`src/rtl/modular_subtractor_kyber_pipe.sv`:
```
// Two-stage streaming (inp1 - inp2) mod Q for Kyber with valid/ready on both sides.
// Optional KYBER_SUB_RANGE_CHK_EN adds range_err, flagging operands >= Q alongside their result.
`timescale 1ns/1ps
module modular_subtractor_kyber_pipe #(
  parameter int unsigned WIDTH = 12,
  parameter int unsigned Q     = 3329
) (
  input  logic             clk,
  input  logic             rst,
  input  logic             in_valid,
  output logic             in_ready,
  input  logic [WIDTH-1:0] inp1,
  input  logic [WIDTH-1:0] inp2,
  output logic             out_valid,
  input  logic             out_ready,
  output logic [WIDTH-1:0] out
`ifdef KYBER_SUB_RANGE_CHK_EN
  ,
  output logic             range_err
`endif
);

  localparam logic signed [WIDTH+1:0] Q_S   = (WIDTH+2)'(Q);
  localparam logic signed [WIDTH+1:0] NEG_Q = -Q_S;
  localparam logic signed [WIDTH+1:0] Q2_S  = (WIDTH+2)'(2 * Q);
  localparam logic [WIDTH-1:0]        Q_U   = WIDTH'(Q);

  logic                    s1_valid;
  logic signed [WIDTH:0]   s1_diff;
  logic                    s1_load;
  logic                    s2_load;
  logic signed [WIDTH+1:0] diff_ext;
  logic signed [WIDTH+1:0] fixed;

  assign s2_load  = !out_valid || out_ready;
  assign s1_load  = !s1_valid || s2_load;
  assign in_ready = s1_load;

  // One extra sign bit keeps d + 2Q representable for the most negative difference.
  always_comb begin
    diff_ext = {s1_diff[WIDTH], s1_diff};
    fixed    = diff_ext;
    if (diff_ext < NEG_Q)
      fixed = diff_ext + Q2_S;
    else if (diff_ext[WIDTH+1])
      fixed = diff_ext + Q_S;
    else if (diff_ext >= Q_S)
      fixed = diff_ext - Q_S;
  end

  always_ff @(posedge clk or posedge rst) begin
    if (rst) begin
      s1_valid <= 1'b0;
      s1_diff  <= '0;
    end else if (s1_load) begin
      s1_valid <= in_valid;
      if (in_valid)
        s1_diff <= $signed({1'b0, inp1} - {1'b0, inp2});
    end
  end

  always_ff @(posedge clk or posedge rst) begin
    if (rst) begin
      out_valid <= 1'b0;
      out       <= '0;
    end else if (s2_load) begin
      out_valid <= s1_valid;
      if (s1_valid)
        out <= WIDTH'(fixed);
    end
  end

`ifdef KYBER_SUB_RANGE_CHK_EN
  logic s1_flag;
  logic s2_flag;

  always_ff @(posedge clk or posedge rst) begin
    if (rst) begin
      s1_flag <= 1'b0;
      s2_flag <= 1'b0;
    end else begin
      if (s1_load && in_valid)
        s1_flag <= (inp1 >= Q_U) || (inp2 >= Q_U);
      if (s2_load && s1_valid)
        s2_flag <= s1_flag;
    end
  end

  assign range_err = out_valid && s2_flag;
`endif

endmodule
```
`config.mk`:
```
export PLATFORM = sky130hd
export DESIGN_NAME = modular_subtractor_kyber_pipe
export DESIGN_NICKNAME = d
export VERILOG_FILES = /design/src/rtl/modular_subtractor_kyber_pipe.sv
export SDC_FILE = /design/constraint.sdc
export NUM_CORES = 1
export LEC_CHECK = 0
export BUFFER_PORTS_ARGS = -buffer_cell sky130_fd_sc_hd__clkbuf_2
export CORE_MARGIN = 10
export CORE_UTILIZATION = 56
export CTS_CLUSTER_DIAMETER = 60
export DETAILED_ROUTE_END_ITERATION = 6
export HOLD_SLACK_MARGIN = 0.05
export PLACE_DENSITY_LB_ADDON = 0.2
export REMOVE_ABC_BUFFERS = 1
export SYNTH_ARGS = -nofsm -noshare
export SYNTH_HDL_FRONTEND = slang
export SYNTH_SLANG_ARGS = --single-unit
```
`constraint.sdc`:
```
create_clock -name clk -period 2.37 [get_ports clk]
set_input_delay 0.474 -clock clk [delete_from_list [all_inputs] [get_ports clk]]
set_output_delay 0.474 -clock clk [all_outputs]
set_load 0.1 [all_outputs]
```
-- Yosys cells after proc, flatten, opt, wreduce, memory -nomap -nowiden
Index checks and enable logic that the tools add are counted.
- muxes and demuxes: 3
- add/sub/neg operators: 4
- reductions and logical operators: 6
- order comparisons: 2
- operators with widths (cell ; number):
    $mux W12 ; 3
    $ge A13 B13 Y1 const B ; 1
    $lt A13 B13 Y1 const B ; 1
    $sub A12 B12 Y13 ; 1
    $add A12 B11 Y12 const B ; 1
    $add A12 B12 Y12 const B ; 1
    $sub A12 B11 Y12 const B ; 1
    $reduce_and A2 Y1 ; 2
    $logic_not A1 Y1 ; 2
    $logic_or A1 B1 Y1 ; 2
- output and inout port bits: 14
- flip-flop bits (word level): 27

-- Depth between registers and ports, before layout
- depth in word-level cells: 4
- mapped depth: 9
- mapped depth without buffers: 9

-- Worst setup path after synthesis
No wires, ideal clock.
- path type: reg-to-reg
- start point: register out_valid
- end point: register s1_diff[10]
- arrival: 2.933 ns
- stages on the path, launching flop included: 6
- library setup time: 0.135 ns
- slack: -0.698 ns
- data required time: 2.235 ns
- path buffers: 2
- clock period less this slack: 3.068 ns
- path through: dfrtp_1 > nand3b_1 > nand2_1 > clkbuf_1 > clkbuf_1 > o21ai_0
- word-level cells in the longest chain between the ends: 4
- RTL lines (what ; RTL line ; text):
    start: declaration ; 14 ; output logic out_valid,
    start signal: assignment ; 67 ; out_valid <= s1_valid;
    $logic_not A1 Y1 ; 35 ; assign s2_load = !out_valid || out_ready;
    $logic_or A1 B1 Y1 ; 35 ;
    $logic_or A1 B1 Y1 ; 36 ; assign s1_load = !s1_valid || s2_load;
    via in_ready ; 11 ; output logic in_ready,
    $reduce_and A2 Y1 (no line) ; n/a ;
    end signal: assignment ; 58 ; s1_diff <= $signed({1'b0, inp1} - {1'b0, inp2});
    end: declaration ; 29 ; logic signed [WIDTH:0] s1_diff;
The timed path passes the listed nets, and every way through them passes these cells.
A chain may end at the register's enable or synchronous reset.

-- Worst setup path after layout
- start point: register s1_diff[5]
- end point: register out[10]
- word-level cells in the longest chain between the ends: 4
- elaborated cells between the ends (all ways): 8
- classes of those cells: 3 x add/sub; 2 x order compare; 3 x mux
- RTL lines (what ; RTL line ; text):
    $sub A12 B11 Y12 / $ge A13 B13 Y1 (equally long branches) ; 48, 47 ;
    $mux W12 ; 47 ; else if (diff_ext >= Q_S)
    $mux W12 ; 45 ; else if (diff_ext[WIDTH+1])
    $mux W12 (*) ; 43 ; if (diff_ext < NEG_Q)
    end signal: assignment ; 69 ; out <= WIDTH'(fixed);
    end: declaration ; 16 ; output logic [WIDTH-1:0] out
Mark *: on every way between the ends. The rest lies on a longest branch, timed or not.

==> results.txt <==
----------------------------------------------------
[Finish]
  Utilization of the core after routing ... 69.55%
  Antenna Cells ... 0
  Area grow syn2layout ... 16.91%
  Post-route non-filler standard cell count ... 363
  Fraction of final layout cells with drive strength greater than 1 ... 22.86%
  Post-route standard cell area excluding fillers ... 0.002604 sq mm
  Filler cells ... 340
  Number of nets in the final layout ... 363

[Route]
  Initial detailed-routing violation count ... 123
  Post-detailed-route wirelength per cell ... 14.69 um
  Via density ... 5.780
  DRT Wirelength ... 5.334 mm
  Pre-Repair DR Iteration Count ... 4
  Remaining antenna violation count after routing ... 0
  DRC Markers ... 0
  Total via count in the routed design ... 2098

[CTS]
  Number of buffers inserted by hold repair at cts ... 0
  Root Buffer ... sky130_fd_sc_hd__clkbuf_8
  CTS tree ... yes
  Maximum clock insertion buffer count ... 2
  Total CTS buffers ... 3
  Htree depth ... 1
  Clock transition at path regs ... 0.09 ns
  Source-to-sink clock delay at the later pin of the worst-skew pair ... between 0.2 and 0.3 ns
  Cells resized by post-CTS repair ... 0
  Clock sinks ... 27
  Post-CTS Setup Inserts ... 0

[Critical path]
  Stage delay of the slowest cell on the critical path ... 0.55 ns
  Worst R2R End ... out[10]
  Startpoint of the worst-slack reg-to-reg timing path ... s1_diff[5]
  Termination of the worst setup path ... out[10]
  Category of the worst setup path capture point ... flop
  Crit path cell chain ... or4_4 -> nor4_4 -> a21o_2 -> o211a_1 -> nor4_1 -> a221o_1
  Setup slack of the worst register-to-register path ... roughly 0.19 ns
  Worst Reg2Reg Path Length in Cells ... 6
  Data arrival time of the critical path ... 2.34 ns
  Cell family contributing the most delay on the critical path ... simple AND/OR/NAND/NOR gates
  Kind of start point of the critical path ... flop
  Worst Path Required ... 2.53 ns
  Worst setup path startpoint ... s1_diff[5]
  CP bufs+invs ... 0
  Maximum fanout encountered on the critical timing path ... 7
  Slowest cell on crit path ... sky130_fd_sc_hd__or4_4
  Number of cells on the critical path ... 6
  Class of the most critical setup path ... reg -> reg

[Power]
  Leak pwr ... 1.253 nW
  Net switching component of the power ... 0.001338 W
  Total chip power ... around 0.0024 W
  Switching portion of total power ... 55.07%
  Power density over cell area ... 933.1 mW/mm^2
  Peak ir drop on the vdd network ... 0.0004962 V
  Clock Power Share ... 10.8%
  Cell-internal power ... 0.001092 W
  Combinational power share ... 59.5%
  Part of the power in registers ... 29.7%

[Synthesis]
  FF+latch count, synth ... 27
  Post-synthesis cell type with the largest combined area ... sky130_fd_sc_hd__dfrtp_1
  Commonest cells post-synth ... sky130_fd_sc_hd__nand2_1, sky130_fd_sc_hd__dfrtp_1, sky130_fd_sc_hd__inv_1, sky130_fd_sc_hd__o21ai_0, sky130_fd_sc_hd__ha_1
  Warnings, synthesis ... 0
  Most used flip-flop cell after synthesis ... sky130_fd_sc_hd__dfrtp_1
  Syn_area_per_cell ... 8.310 sq um
  Post-synth EDFFs ... 0
  Summed instance area of the synthesized netlist ... 0.002227 sq mm
  Fraction of registers with async set or reset after synthesis ... 100.0%
  Fraction of synthesized cell area taken by the top area cell type ... around 30%
  Main area contributors after synthesis ... sky130_fd_sc_hd__dfrtp_1, sky130_fd_sc_hd__ha_1, sky130_fd_sc_hd__nand2_1
  Distinct cell type count after synthesis ... 57
  Leading cell type by number of instances after synthesis ... sky130_fd_sc_hd__nand2_1
  Share of synthesized area occupied by flip-flops and latches ... 30.34%
  Synthesized instance count ... 268

[Placed design]
  Post-detailed-placement cell area ... 0.002546 sq mm
  Detailed Place HPWL ... 4.310 mm
  Number of I/O port buffers ... 41
  Final weighted congestion in routability-driven placement ... approximately 0.89
  Cell count after placement ... 359

[Timing]
  Pins Over Slew Limit ... 0
  Slew at the pin closest to its max-slew limit ... between 0.5 and 0.6 ns
  Minimum clock period after layout ... ~2.2 ns
  Final-report setup violation count ... 0
  Max-Slew Margin vs Limit ... a little under two thirds
  Clock skew ... 0.002052 ns
  Final sum of negative setup slack ... 0 ns
  Unrepaired setup endpoints after global routing ... false
  Final hold violation count ... 0
  F_max ... 458.9 MHz
  Share of the clock period used by the worst path after layout ... 91.95%

[Die]
  Initial Utilization ... 59.49%
  X dimension of the die ... 83.07 um
  I/O Pins ... 42
  Number of placement rows ... 22
  Overall die area ... ~0.0069 sq mm
  Chip Height ... 83.07 um
  Std-Cell Core Area ... ~0.0037 sq mm

[GRT]
  Final global-route overflow total ... 0
  Via count of the first global-routing pass ... 2054
  Number of antenna violations at the first check in global routing ... 0
  Total track usage ... 15.49%
  Wire length of the first global-routing pass ... 9.549 mm
  Largest net degree at the start of global routing ... 28

[Run status]
  Run status ... complete, no violations

[Flow run]
  MaxCap Viol Count ... 0

[Worst hold path]
  HP Class ... in -> async

----------------------------------------------------
[power groups by stage]
| stage | clock network (W) | logic (W) | registers [W] |
|---|---|---|---|
| after global placement | 0 | 0.00143 | 0.000721 |
| after floorplan | 0 | 0.000497 | 0.00134 |
| after global routing | 0.000291 | 0.00155 | 0.000745 |
| final | 0.000263 | 0.00144 | 0.000722 |
| after CTS | 0.000272 | 0.00145 | 0.000723 |
| after detailed placement | 0 | 0.00144 | 0.000732 |
[per-stage QoR]
stage / setup WS [ns] / hold WS (ns)
6_report: 0.1907 / 0.2243
2_1_floorplan: -1.002 / 0.4711
5_1_grt: 0.06287 / 0.2596
4_1_cts: 0.1979 / 0.2357
3_3_place_gp: 0.01099 / 0.4602
3_5_place_dp: -0.01927 / 0.4695
[logic make-up (layout without fill, tap and decap cells)]
logic type	count (synthesis)	in the layout	share of synthesized area (%)
adders and majority gates	19	19	11.01
DFF	27	27	30.34
and+or+nand+nor	87	87	20.00
AOI/OAI and AO/OA	85	85	26.01
muxes	3	3	1.404
xor gates and xnor gates	12	12	4.719
buffers and inverters	35	82	6.517
[registers in the layout (all words and copies together), names as in the netlist]
name	flops
out_valid	1
s1_diff	13
s1_valid	1
out	12
[cell usage in the layout (no fill, tap or decap), types with 3 or more instances in the layout]
cell type / instances
sky130_fd_sc_hd__ha_1: 18
sky130_fd_sc_hd__a21oi_1: 12
sky130_fd_sc_hd__o31ai_1: 4
sky130_fd_sc_hd__nor3_1: 5
sky130_fd_sc_hd__clkbuf_2: 41
sky130_fd_sc_hd__nand2_1: 37
sky130_fd_sc_hd__buf_4: 16
sky130_fd_sc_hd__o21a_1: 4
sky130_fd_sc_hd__xnor2_1: 6
sky130_fd_sc_hd__nor2_1: 12
sky130_fd_sc_hd__a211oi_1: 5
sky130_fd_sc_hd__o21ai_0: 21
sky130_fd_sc_hd__a21o_1: 3
sky130_fd_sc_hd__clkbuf_8: 3
sky130_fd_sc_hd__xor2_1: 6
sky130_fd_sc_hd__inv_1: 21
sky130_fd_sc_hd__dfrtp_1: 27
sky130_fd_sc_hd__a22oi_1: 3
sky130_fd_sc_hd__o21ai_1: 3
sky130_fd_sc_hd__o211ai_1: 3
sky130_fd_sc_hd__nand2b_1: 5
sky130_fd_sc_hd__nand3_1: 10
sky130_fd_sc_hd__nand4_1: 3
sky130_fd_sc_hd__o31a_1: 4
[per-layer routing]
| layer | vias to the layer above | wire [um] | global-route usage [%] |
|---|---|---|---|
| li1 | 1066 | - | - |
| met1 | 976 | 2397 | 19.84 |
| met2 | 50 | 2631 | 25.14 |
| met3 | 6 | 247 | 2.832 |
| met4 | 0 | 57 | 5.692 |
| met5 | - | 0 | 0 |
[cell type report]
class	instances	area [sq um]	share of cell area, %
inverters	21	78.83	3.027
clock buffers	3	41.29	1.586
well taps	48	60.06	2.307
multi-input cells	206	1418	54.44
clock inverters	1	5.005	0.1922
flip-flops and latches	27	675.6	25.95
repair buffers	57	325.3	12.49
[worst min path at each step]
stage,start,end,slack [ns]
after global placement,out[0],out[0],0.46
after CTS,rst,out[9],0.24
final,rst,s1_valid,0.22
after floorplan,s1_valid,out_valid,0.47
after detailed placement,out[0],out[0],0.47
after global routing,rst,s1_valid,0.26
[worst min-delay path, delay by kind of cell]
family	cells	cell delay, ns
buffers and inverters	3	0.43
(Power assumes the default switching activity.)
